==> src/rtl/hdmi_pkg.sv <==
// hdmi_pkg: raster FSM encoding and 720p timing defaults shared by the video pipeline
package hdmi_pkg;

    typedef enum logic [1:0] {
        S_WAIT_LOCK = 2'd0,
        S_SETTLE    = 2'd1,
        S_RUN       = 2'd2
    } state_t;

    localparam int H_ACTIVE_720P = 1280;
    localparam int H_FP_720P     = 110;
    localparam int H_SYNC_720P   = 40;
    localparam int H_BP_720P     = 220;
    localparam int V_ACTIVE_720P = 720;
    localparam int V_FP_720P     = 5;
    localparam int V_SYNC_720P   = 5;
    localparam int V_BP_720P     = 20;
    localparam int SETTLE_720P   = 1024;
    localparam int XW_720P       = 11;
    localparam int YW_720P       = 10;

    function automatic logic sync_level(input logic on, input logic pol);
        return on ? pol : ~pol;
    endfunction

endpackage

==> src/rtl/hdmi_lock_filter.sv <==
// hdmi_lock_filter: synchronises PLL lock and reports when it has held long enough
module hdmi_lock_filter
    import hdmi_pkg::*;
#(
    parameter int SETTLE = SETTLE_720P
) (
    input  logic clk,
    input  logic rst_n,
    input  logic pll_lock,
    output logic lock_s,
    output logic lock_ok
);

    localparam int CW = $clog2(SETTLE + 1);

    logic [1:0]    r_sync;
    logic [CW-1:0] r_cnt;

    // two-flop synchroniser for the asynchronous lock input
    always_ff @(posedge clk or negedge rst_n) begin
        if (!rst_n) r_sync <= '0;
        else        r_sync <= {r_sync[0], pll_lock};
    end

    assign lock_s = r_sync[1];

    // consecutive synchronised-lock cycles; any low cycle restarts the count
    always_ff @(posedge clk or negedge rst_n) begin
        if (!rst_n) r_cnt <= '0;
        else        r_cnt <= !lock_s ? '0 : (r_cnt == CW'(SETTLE - 1)) ? r_cnt : r_cnt + CW'(1);
    end

    assign lock_ok = lock_s && (r_cnt == CW'(SETTLE - 1));

endmodule

==> src/rtl/hdmi_video_timing.sv <==
// hdmi_video_timing: lock-gated raster timing generator for the HDMI pixel clock domain
module hdmi_video_timing
    import hdmi_pkg::*;
#(
    parameter int H_ACTIVE = H_ACTIVE_720P,
    parameter int H_FP     = H_FP_720P,
    parameter int H_SYNC   = H_SYNC_720P,
    parameter int H_BP     = H_BP_720P,
    parameter int V_ACTIVE = V_ACTIVE_720P,
    parameter int V_FP     = V_FP_720P,
    parameter int V_SYNC   = V_SYNC_720P,
    parameter int V_BP     = V_BP_720P,
    parameter bit HS_POL   = 1'b1,
    parameter bit VS_POL   = 1'b1,
    parameter int SETTLE   = SETTLE_720P,
    parameter int XW       = XW_720P,
    parameter int YW       = YW_720P
) (
    input  logic          clk,
    input  logic          rst_n,
    input  logic          pll_lock,
    output logic          hsync,
    output logic          vsync,
    output logic          de,
    output logic [XW-1:0] x,
    output logic [YW-1:0] y,
    output logic          frame_start,
    output logic          line_start,
    output logic          running
);

    localparam int H_TOTAL = H_ACTIVE + H_FP + H_SYNC + H_BP;
    localparam int V_TOTAL = V_ACTIVE + V_FP + V_SYNC + V_BP;

    state_t        r_state;
    state_t        w_next;
    logic [XW-1:0] r_hcnt;
    logic [YW-1:0] r_vcnt;
    logic          w_lock_s;
    logic          w_lock_ok;
    logic          w_adv;
    logic          w_h_wrap;
    logic          w_v_wrap;
    logic          w_hs;
    logic          w_vs;
    logic          w_de;

    hdmi_lock_filter #(
        .SETTLE(SETTLE)
    ) u_lock (
        .clk     (clk),
        .rst_n   (rst_n),
        .pll_lock(pll_lock),
        .lock_s  (w_lock_s),
        .lock_ok (w_lock_ok)
    );

    // FSM state register
    always_ff @(posedge clk or negedge rst_n) begin
        if (!rst_n) r_state <= S_WAIT_LOCK;
        else        r_state <= w_next;
    end

    // next state: any synchronised lock loss drops straight back to waiting
    always_comb begin
        w_next = r_state;
        case (r_state)
            S_WAIT_LOCK: w_next = w_lock_s ? S_SETTLE : S_WAIT_LOCK;
            S_SETTLE:    w_next = !w_lock_s ? S_WAIT_LOCK : w_lock_ok ? S_RUN : S_SETTLE;
            S_RUN:       w_next = w_lock_s ? S_RUN : S_WAIT_LOCK;
            default:     w_next = S_WAIT_LOCK;
        endcase
    end

    assign running  = (r_state == S_RUN);
    assign w_adv    = running && w_lock_s;
    assign w_h_wrap = (r_hcnt == XW'(H_TOTAL - 1));
    assign w_v_wrap = (r_vcnt == YW'(V_TOTAL - 1));

    // raster counters, held at the origin whenever the raster is not advancing
    always_ff @(posedge clk or negedge rst_n) begin
        if (!rst_n) begin
            r_hcnt <= '0;
            r_vcnt <= '0;
        end else if (!w_adv) begin
            r_hcnt <= '0;
            r_vcnt <= '0;
        end else begin
            r_hcnt <= w_h_wrap ? '0 : r_hcnt + XW'(1);
            r_vcnt <= !w_h_wrap ? r_vcnt : w_v_wrap ? '0 : r_vcnt + YW'(1);
        end
    end

    assign w_hs = (r_hcnt >= XW'(H_ACTIVE + H_FP)) && (r_hcnt < XW'(H_ACTIVE + H_FP + H_SYNC));
    assign w_vs = (r_vcnt >= YW'(V_ACTIVE + V_FP)) && (r_vcnt < YW'(V_ACTIVE + V_FP + V_SYNC));
    assign w_de = (r_hcnt < XW'(H_ACTIVE)) && (r_vcnt < YW'(V_ACTIVE));

    // output registers; going inactive on the same edge the raster stops
    always_ff @(posedge clk or negedge rst_n) begin
        if (!rst_n) begin
            hsync       <= ~HS_POL;
            vsync       <= ~VS_POL;
            de          <= 1'b0;
            x           <= '0;
            y           <= '0;
            frame_start <= 1'b0;
            line_start  <= 1'b0;
        end else begin
            hsync       <= sync_level(w_adv && w_hs, HS_POL);
            vsync       <= sync_level(w_adv && w_vs, VS_POL);
            de          <= w_adv && w_de;
            x           <= (w_adv && w_de) ? r_hcnt : '0;
            y           <= (w_adv && w_de) ? r_vcnt : '0;
            frame_start <= w_adv && (r_hcnt == '0) && (r_vcnt == '0);
            line_start  <= w_adv && (r_hcnt == '0) && (r_vcnt < YW'(V_ACTIVE));
        end
    end

endmodule

==> config.mk <==
export PLATFORM = sky130hd
export DESIGN_NAME = hdmi_video_timing
export DESIGN_NICKNAME = d
export VERILOG_FILES = /design/src/rtl/hdmi_pkg.sv /design/src/rtl/hdmi_lock_filter.sv /design/src/rtl/hdmi_video_timing.sv
export SDC_FILE = /design/constraint.sdc
export NUM_CORES = 1
export LEC_CHECK = 0
export CAP_MARGIN = 15
export CORE_MARGIN = 2
export CORE_UTILIZATION = 45
export CTS_CLUSTER_SIZE = 20
export DETAILED_ROUTE_END_ITERATION = 8
export GPL_TIMING_DRIVEN = 0
export PLACE_DENSITY = 0.75
export SLEW_MARGIN = 25
export SYNTH_ARGS = -nofsm -noshare
export SYNTH_HDL_FRONTEND = slang
export SYNTH_HIERARCHICAL = 1
export SYNTH_SLANG_ARGS = --single-unit
==> constraint.sdc <==
create_clock -name clk -period 4.4 [get_ports clk]
set_clock_uncertainty 0.2 [all_clocks]
set_input_delay 0.88 -clock clk [delete_from_list [all_inputs] [get_ports clk]]
set_output_delay 0.88 -clock clk [all_outputs]
set_load 0.02 [all_outputs]
Word level (Yosys, flattened, before mapping)
Index checks and enable logic that the tools add are counted.
{"block": "word_totals", "register_bits": 62, "elab_cells": 58}
{"block": "op_classes", "eq_ne": 7, "magnitude_cmp": 6, "n_mux": 16, "add_sub_neg": 3, "reduce_logical": 14}
{"operator": "$mux W11", "count": 5}
{"operator": "$mux W10", "count": 4}
{"operator": "$add A11 B1 Y11 const B", "count": 2}
{"operator": "$lt A11 B11 Y1 const B", "count": 2}
{"operator": "$lt A10 B10 Y1 const B", "count": 2}
{"operator": "$eq A11 B10 Y1 const B", "count": 1}
{"operator": "$eq A11 B11 Y1 const B", "count": 1}
{"operator": "$ge A11 B11 Y1 const B", "count": 1}
{"operator": "$logic_and A1 B1 Y1", "count": 11}
{"operator": "$logic_not A11 Y1", "count": 1}
{"operator": "$add A10 B1 Y10 const B", "count": 1}
{"operator": "$eq A10 B10 Y1 const B", "count": 1}
{"operator": "$ge A10 B10 Y1 const B", "count": 1}
{"operator": "$logic_not A10 Y1", "count": 1}
{"operator": "$mux W2", "count": 3}
{"operator": "$pmux W2 S3", "count": 1}
{"operator": "$mux W1", "count": 3}
{"operator": "$eq A2 B1 Y1 const B", "count": 1}
{"operator": "$eq A2 B2 Y1 const B", "count": 1}
{"operator": "$logic_not A2 Y1", "count": 1}
{"operator": "$ne A2 B1 Y1 const B", "count": 1}
{"operator": "$ne A2 B2 Y1 const B", "count": 1}

Longest topological paths before layout
Gate-level depths: netlist (run 1).
{"block": "logic_depth", "depth_word": 5, "depth_mapped": 7, "ltp_nobuf": 7}

Hierarchy
Netlist (run 1), hierarchy kept.
{"module": "hdmi_video_timing", "seq_area_each_um2": 1226.2, "cells_each": 205, "area_per_inst_um2": 2250.9, "n_inst": 1}
{"module": "hdmi_lock_filter", "seq_area_each_um2": 325.3, "cells_each": 61, "area_per_inst_um2": 658.1, "n_inst": 1}

Least setup slack after synthesis (run 1)
OpenSTA, ideal clock, no wires.
{"block": "synth_timing", "path_kind": "register to register", "from": "reg r_hcnt[8]", "to": "reg r_vcnt[4]", "path_buffers": 1, "arrival_ns": 1.931, "setup_time_ns": 0.092, "required_ns": 4.108, "setup_slack_ns": 2.177, "path_stages_with_launch": 6, "period_less_slack_ns": 2.223, "path_cell_list": "dfrtp_1 -> or4_4 -> or3_1 -> buf_6 -> or2_4 -> o31ai_2"}
{"block": "synth_via", "elab_chain_len": 2}
{"element": "from (decl)", "line": "hdmi_video_timing.sv:37", "text": "logic [XW-1:0] r_hcnt;"}
{"element": "from (signal assigned)", "line": "hdmi_video_timing.sv:89", "text": "r_hcnt <= w_h_wrap ? '0 : r_hcnt + XW'(1);"}
{"element": "$eq A11 B11 Y1", "line": "hdmi_video_timing.sv:77", "text": "assign w_h_wrap = (r_hcnt == XW'(H_TOTAL - 1));"}
{"element": "$ne A2 B1 Y1 (no line)"}
{"element": "to (signal assigned)", "line": "hdmi_video_timing.sv:90", "text": "r_vcnt <= !w_h_wrap ? r_vcnt : w_v_wrap ? '0 : r_vcnt + YW'(1);"}
{"element": "to (decl)", "line": "hdmi_video_timing.sv:38", "text": "logic [YW-1:0] r_vcnt;"}
Every way passes these cells.
A chain may end at the register's enable or synchronous reset.

Worst setup path in the final report (run 1)
{"block": "layout_timing", "from": "reg r_state[1]", "to": "out running"}
{"block": "layout_via", "elab_chain_len": 1}
{"element": "from (decl)", "line": "hdmi_video_timing.sv:35", "text": "state_t r_state;"}
{"element": "from (signal assigned)", "line": "hdmi_video_timing.sv:61", "text": "else r_state <= w_next;"}
{"element": "$eq A2 B2 Y1", "line": "hdmi_video_timing.sv:75", "text": "assign running = (r_state == S_RUN);"}
{"element": "to (decl)", "line": "hdmi_video_timing.sv:29", "text": "output logic running"}
Every way passes these cells.

==> out/results.txt, run 1 <==
Synth cell types: 56
CTS root buffer: clkbuf_8
Clock Path Buffers: 2
Post-CTS Repair Setup Buffers: 0
Ys async rst share: 100%
Total Neg Setup Slack: 0 ns
Outcome: complete, no violations
Post-CTS Hold Buffers: 0
Min Tclk post-route: 2.61 ns
DP Area: 3320 um^2
Wirelength per Cell: 14.5 um
Post-route design area: 3520 um^2
Crit path max-delay cell type: clkdlybuf4s50_1
Post-Synthesis Net Count: 278
CP arrival: 1.53 ns
Post-synthesis instance area: 2910 um^2
Fin. max-slew vios: 0
Clk sinks: 62
Via count of the first global-routing pass: 2,059
CP peak stage delay: 0.63 ns
Total CTS buffers: 9
Synth Flop Type: dfrtp_1
IO Port Bufs: 29
Final WL: 5.62 mm
Starting Density: 46.1%
Relative slew slack: 59.7%
Hold path cells: 0
Cells after Synth: 266
Crit path max-delay family: buffers and inverters
Total gr overflow: 0
Number of gates resized after cts: 0
Largest net degree at the start of global routing: 51
Endpoint class of the critical path: output port
CTS H-Tree Depth: 3
Num ports: 30
Worst-path maximum fanout: 5
Reg2reg path depth: 5
Share of cells above drive strength 1: 10.3%
Number of synthesized flops with an enable pin: 0
Register bit total from synthesis: 62
PD cells: 313 nW/um^2
Post-route ant nets: 0
Maximum vdd drop: 0.230 mV
CTS tree: built
Clock slew at reported path FFs: 0.06 ns
DR pass1 iterations: 4
Global-route wire length before repair: 9.84 mm
Worst setup SP type: flip-flop
Initial antenna violation count: 0
Routability-driven placement congestion ratio: 0.817
Die H: 84.4 um
LEAKAGE: 1.55 nW
FP Rows: 29
Crit path depth: 2
Area growth syn-to-layout: 21.1%
Remaining DRCs: 0
Buf/Inv on CP: 1
Yosys warns: 6
Pwr Total: 0.00110 W
Cell Count, Final, Fillers Out: 389
Die footprint: 7120 um^2
Max-cap viol count: 0
Via density: 5.38
1st-iter DRT viols: 84
# nets final: 319
Dpl cells: 373
DPL Wire Length: 3.91 mm
Seq/Total Area, Yosys: 53.3%
Clock Latency Late Sink: 0.33 ns
Total global-route track usage: 17.4%
Req. time, crit path: 3.32 ns
Die W: 84.4 um
Final worst path period share: 59.4%
Min-delay worst type: reg2reg
Worst slew pin tran: 0.589 ns
Ant. Diodes: 0
Core ar.: 6310 um^2
Crit Path Class: reg2out
Syn_area_per_cell: 10.9 um^2
CP Cell Sequence: nor2b_1 -> clkdlybuf4s50_1
Via count: 2,094
Fmax: 382 MHz
Hold Vio Cnt, Final: 0
RSZ-0062 raised after global routing: no
Setup Viol. Count Final: 0
[worst paths after layout]
check / from / end / slack (ns)
min in group asynchronous: rst_n / u_lock/r_cnt[4] / 0.19
max in group asynchronous: rst_n / u_lock/r_cnt[9] / 3.32
min: u_lock/r_sync[0] / u_lock/r_sync[1] / 0.16
max: r_state[1] / running / 1.79
max reg2reg: r_hcnt[8] / r_vcnt[8] / 1.92
min reg2reg: u_lock/r_sync[0] / u_lock/r_sync[1] / 0.16
[area by class of cell]
class                   count  area [um^2]
clock inverters             3         42.5
inverters                  10         37.5
fillers                   549         2790
well taps                  77         96.3
multi-input cells         184         1270
plain buffers              10         46.3
clock buffers              13          159
repair buffers             30          315
flip-flops and latches     62         1550
[registers in the layout (all words and copies together), names as in the netlist]
signal         cells
u_lock/r_cnt      11
de                 1
frame_start        1
hsync              1
vsync              1
x                 11
line_start         1
r_vcnt            10
r_hcnt            11
y                 10
r_state            2
u_lock/r_sync      2
[cells by family after synthesis]
family | count (synthesis) | synth area share, %
buffers and inverters | 20 | 2.88
XOR/XNOR | 8 | 2.41
adder cells (fa/ha/maj) | 9 | 3.87
AO/OA/AOI/OAI | 50 | 12.6
flip-flops | 62 | 53.3
AND/OR/NAND/NOR | 115 | 24.1
multiplexers | 2 | 0.731
[routing by layer]
metal	vias to the layer above	global-route usage, %	wire, um
met5	-	0	0
met4	0	7.50	119
met3	9	4.62	214
met2	44	27.1	2730
met1	1014	23.0	2560
li1	1027	-	-
[cells in the mapped netlist (all sizes together), types with 5 or more instances]
cell | n | area share (%)
nor4 | 5 | 1.1
dfrtp | 62 | 53
and2 | 28 | 6.1
nand3 | 9 | 1.9
nor2 | 15 | 2.0
inv | 10 | 1.3
xnor2 | 7 | 2.1
nor3 | 8 | 1.8
a21oi | 5 | 0.86
nand2 | 16 | 2.1
a22o | 5 | 1.5
o21ai | 14 | 2.4
and3 | 8 | 1.9
clkbuf | 8 | 1.0
ha | 9 | 3.9
[cell usage in the layout (no fill, tap or decap), drive strengths merged, types with 3 or more instances in the layout]
| master | n |
|---|---|
| xnor2 | 7 |
| nor2 | 15 |
| clkbuf | 21 |
| buf | 4 |
| nor4 | 5 |
| nor3b | 3 |
| nor3 | 8 |
| o211ai | 4 |
| and3 | 8 |
| ha | 9 |
| o31ai | 4 |
| and2 | 28 |
| nand4 | 3 |
| a21oi | 5 |
| o21ai | 14 |
| nand2 | 16 |
| nor2b | 4 |
| clkdlybuf4s50 | 28 |
| a31oi | 3 |
| nand3 | 9 |
| dfrtp | 62 |
| inv | 10 |
| a22o | 5 |
| or3 | 3 |
| and3b | 3 |
[per-stage QoR]
stage,setup WS (ns),utilization [%],hold WS [ns]
floorplan,2.18,-,0.131
global placement,0.318,52.2,0.137
detailed placement,1.94,52.6,0.142
CTS,1.76,55.8,0.166
global route,1.71,55.8,0.176
finish,1.79,55.8,0.163
[where the power goes]
part	switching [W]	internal, W	total, W
Clock	0.000210	0.000292	0.000502
Sequential	0.00000435	0.000574	0.000578
Combinational	0.0000150	0.00000718	0.0000222
Total	0.000229	0.000873	0.00110
(Power assumes the default switching activity.)
==> run 2, diff against run 1 <==
==> constraint.sdc (replaced) <==
create_clock -name clk -period 2.5 [get_ports clk]
set_clock_uncertainty 0.2 [all_clocks]
set_input_delay 0.5 -clock clk [delete_from_list [all_inputs] [get_ports clk]]
set_output_delay 0.5 -clock clk [all_outputs]
set_load 0.02 [all_outputs]
==> run 2 against run 1 <==
Net effect: via count fell by 0.53%; total power rose by 76%; clock power increased by 75%; non-clock buffer count is 1 higher; critical path depth grew 3; worst hold slack is essentially flat; combinational power up 82%; register-to-register slack got worse by 1.8 ns; utilization is 0.24 points higher; sequential power up 76%.
==> out/results.txt, run 2 (synthesized netlist as in run 1, its figures left out) <==
# nets final: 320
Crit path max-delay cell type: or4_4
Relative slew slack: 58.6%
Clock slew at reported path FFs: 0.07 ns
Via count: 2,083
Routability-driven placement congestion ratio: 0.817
RSZ-0062 raised after global routing: no
Final WL: 5.62 mm
Fin. max-slew vios: 0
Core ar.: 6310 um^2
IO Port Bufs: 29
Req. time, crit path: 2.55 ns
LEAKAGE: 1.56 nW
Num ports: 30
CTS root buffer: clkbuf_8
CTS H-Tree Depth: 3
Min Tclk post-route: 2.34 ns
# fillers: 548
Worst slew pin tran: 0.605 ns
Die H: 84.4 um
Ant. Diodes: 0
Initial antenna violation count: 0
FP Rows: 29
Total CTS buffers: 9
Wl on met1: 2.54 mm
Endpoint class of the critical path: flip-flop
Worst hold slack: 0.163 ns
Cell Count, Final, Fillers Out: 390
Worst setup SP type: flip-flop
CP Cell Sequence: or4_4 -> or3_1 -> buf_6 -> or2_4 -> o31ai_2
Share of cells above drive strength 1: 10.5%
Via count of the first global-routing pass: 2,062
Min-delay worst type: reg2reg
Crit path max-delay family: simple AND/OR/NAND/NOR gates
Hold Vio Cnt, Final: 0
Area growth syn-to-layout: 21.6%
Top sig layer: met4
Die footprint: 7120 um^2
Global-route wire length before repair: 9.86 mm
Remaining DRCs: 0
Crit Path Class: reg2reg
Biggest regs: r_hcnt: 11 flops, u_lock/r_cnt: 11 flops, x: 11 flops
Final worst path period share: 93.6%
DR pass1 iterations: 4
Die W: 84.4 um
Wirelength per Cell: 14.4 um
Total global-route track usage: 17.4%
Post-route ant nets: 0
CP arrival: 2.38 ns
PD cells: 548 nW/um^2
Via density: 5.34
Clock Path Buffers: 2
Met2 WL: 2.75 mm
Most common cell after layout, fill and taps aside: dfrtp_1
Largest net degree at the start of global routing: 51
Buf/Inv on CP: 1
1st-iter DRT viols: 58
Max-cap viol count: 0
Starting Density: 46.1%
Dpl cells: 373
Fmax: 427 MHz
Outcome: complete, no violations
Clock Latency Late Sink: 0.33 ns
Most frequent cells in the layout: dfrtp_1, clkdlybuf4s50_1, and2_1
DPL Wire Length: 3.91 mm
CP peak stage delay: 0.58 ns
Pwr Total: 0.00194 W
Wire length on met3: 210 um
Total gr overflow: 0
Maximum vdd drop: 0.404 mV
Setup Viol. Count Final: 0
Clk sinks: 62
CTS tree: built
Worst-path maximum fanout: 7
-- run 2: cell types whose count changed in the layout (fill, tap and decap cells not counted), sizes merged --
cell and change:
dlygate4sd3 +1
-- run 2: per-stage QoR --
stage	instance area, um^2	setup slack (ns)	utilization, %	setup TNS (ns)
5_1_grt	3540	0.0412	56.0	0
2_1_floorplan	2910	0.277	-	0
3_5_place_dp	3320	0.0350	52.6	0
3_3_place_gp	3300	-1.20	52.2	-74.31
6_report	3540	0.160	56.0	0
4_1_cts	3530	0.0313	55.9	0
-- run 2: power breakdown --
part           internal, W  switching (W)  total [W]
Sequential         0.00101     0.00000762    0.00102
Clock             0.000514       0.000366   0.000879
Combinational    0.0000137      0.0000267  0.0000404
Total              0.00154       0.000400    0.00194
-- run 2: area by class of cell --
| cell class | count | area, um^2 | share of cell area [%] |
|---|---|---|---|
| clock buffers | 13 | 159 | 4.49 |
| multi-input cells | 184 | 1280 | 36.2 |
| clock inverters | 3 | 42.5 | 1.20 |
| inverters | 10 | 37.5 | 1.06 |
| repair buffers | 31 | 325 | 9.20 |
| plain buffers | 10 | 46.3 | 1.31 |
| flip-flops and latches | 62 | 1550 | 43.9 |
| well taps | 77 | 96.3 | 2.72 |
-- run 2: worst paths after layout --
path,start,endpoint,slack (ns),cells past startpoint
setup / recovery,r_hcnt[8],r_vcnt[4],0.16,5
hold / removal,u_lock/r_sync[0],u_lock/r_sync[1],0.16,0
setup reg to reg,r_hcnt[8],r_vcnt[4],0.16,5
hold reg to reg,u_lock/r_sync[0],u_lock/r_sync[1],0.16,0
max in group asynchronous,rst_n,u_lock/r_cnt[9],1.25,3
min in group asynchronous,rst_n,u_lock/r_cnt[3],0.36,2
-- run 2: timing repair --
item,4_1_cts,5_1_grt
gates resized for setup,0,1
buffers inserted,0,0
hold endpoints to repair,12,0
setup endpoints to repair,0,4
hold buffers,1,0
-- run 2: worst reg2reg max path, stage by stage, from the launching register on --
cell and delay (ns):
dfrtp_1 0.46, or4_4 0.58, or3_1 0.39, buf_6 0.14, or2_4 0.26, o31ai_2 0.21
-- run 2: per-layer routing --
metal | track usage, % | vias up
met5 | 0 | -
met4 | 7.50 | 0
met3 | 4.62 | 9
met2 | 27.1 | 39
met1 | 23.0 | 1009
li1 | - | 1026
==> run 3, diff against run 2 <==
==> constraint.sdc (replaced) <==
create_clock -name clk -period 2.5 [get_ports clk]
set_clock_uncertainty 0.2 [all_clocks]
set_input_delay 0.5 -clock clk [delete_from_list [all_inputs] [get_ports clk]]
set_output_delay 0.5 -clock clk [all_outputs]
set_load 0.01 [all_outputs]
==> results of run 3 <==
Final layout, timing and power as in run 2 (identical DEF).
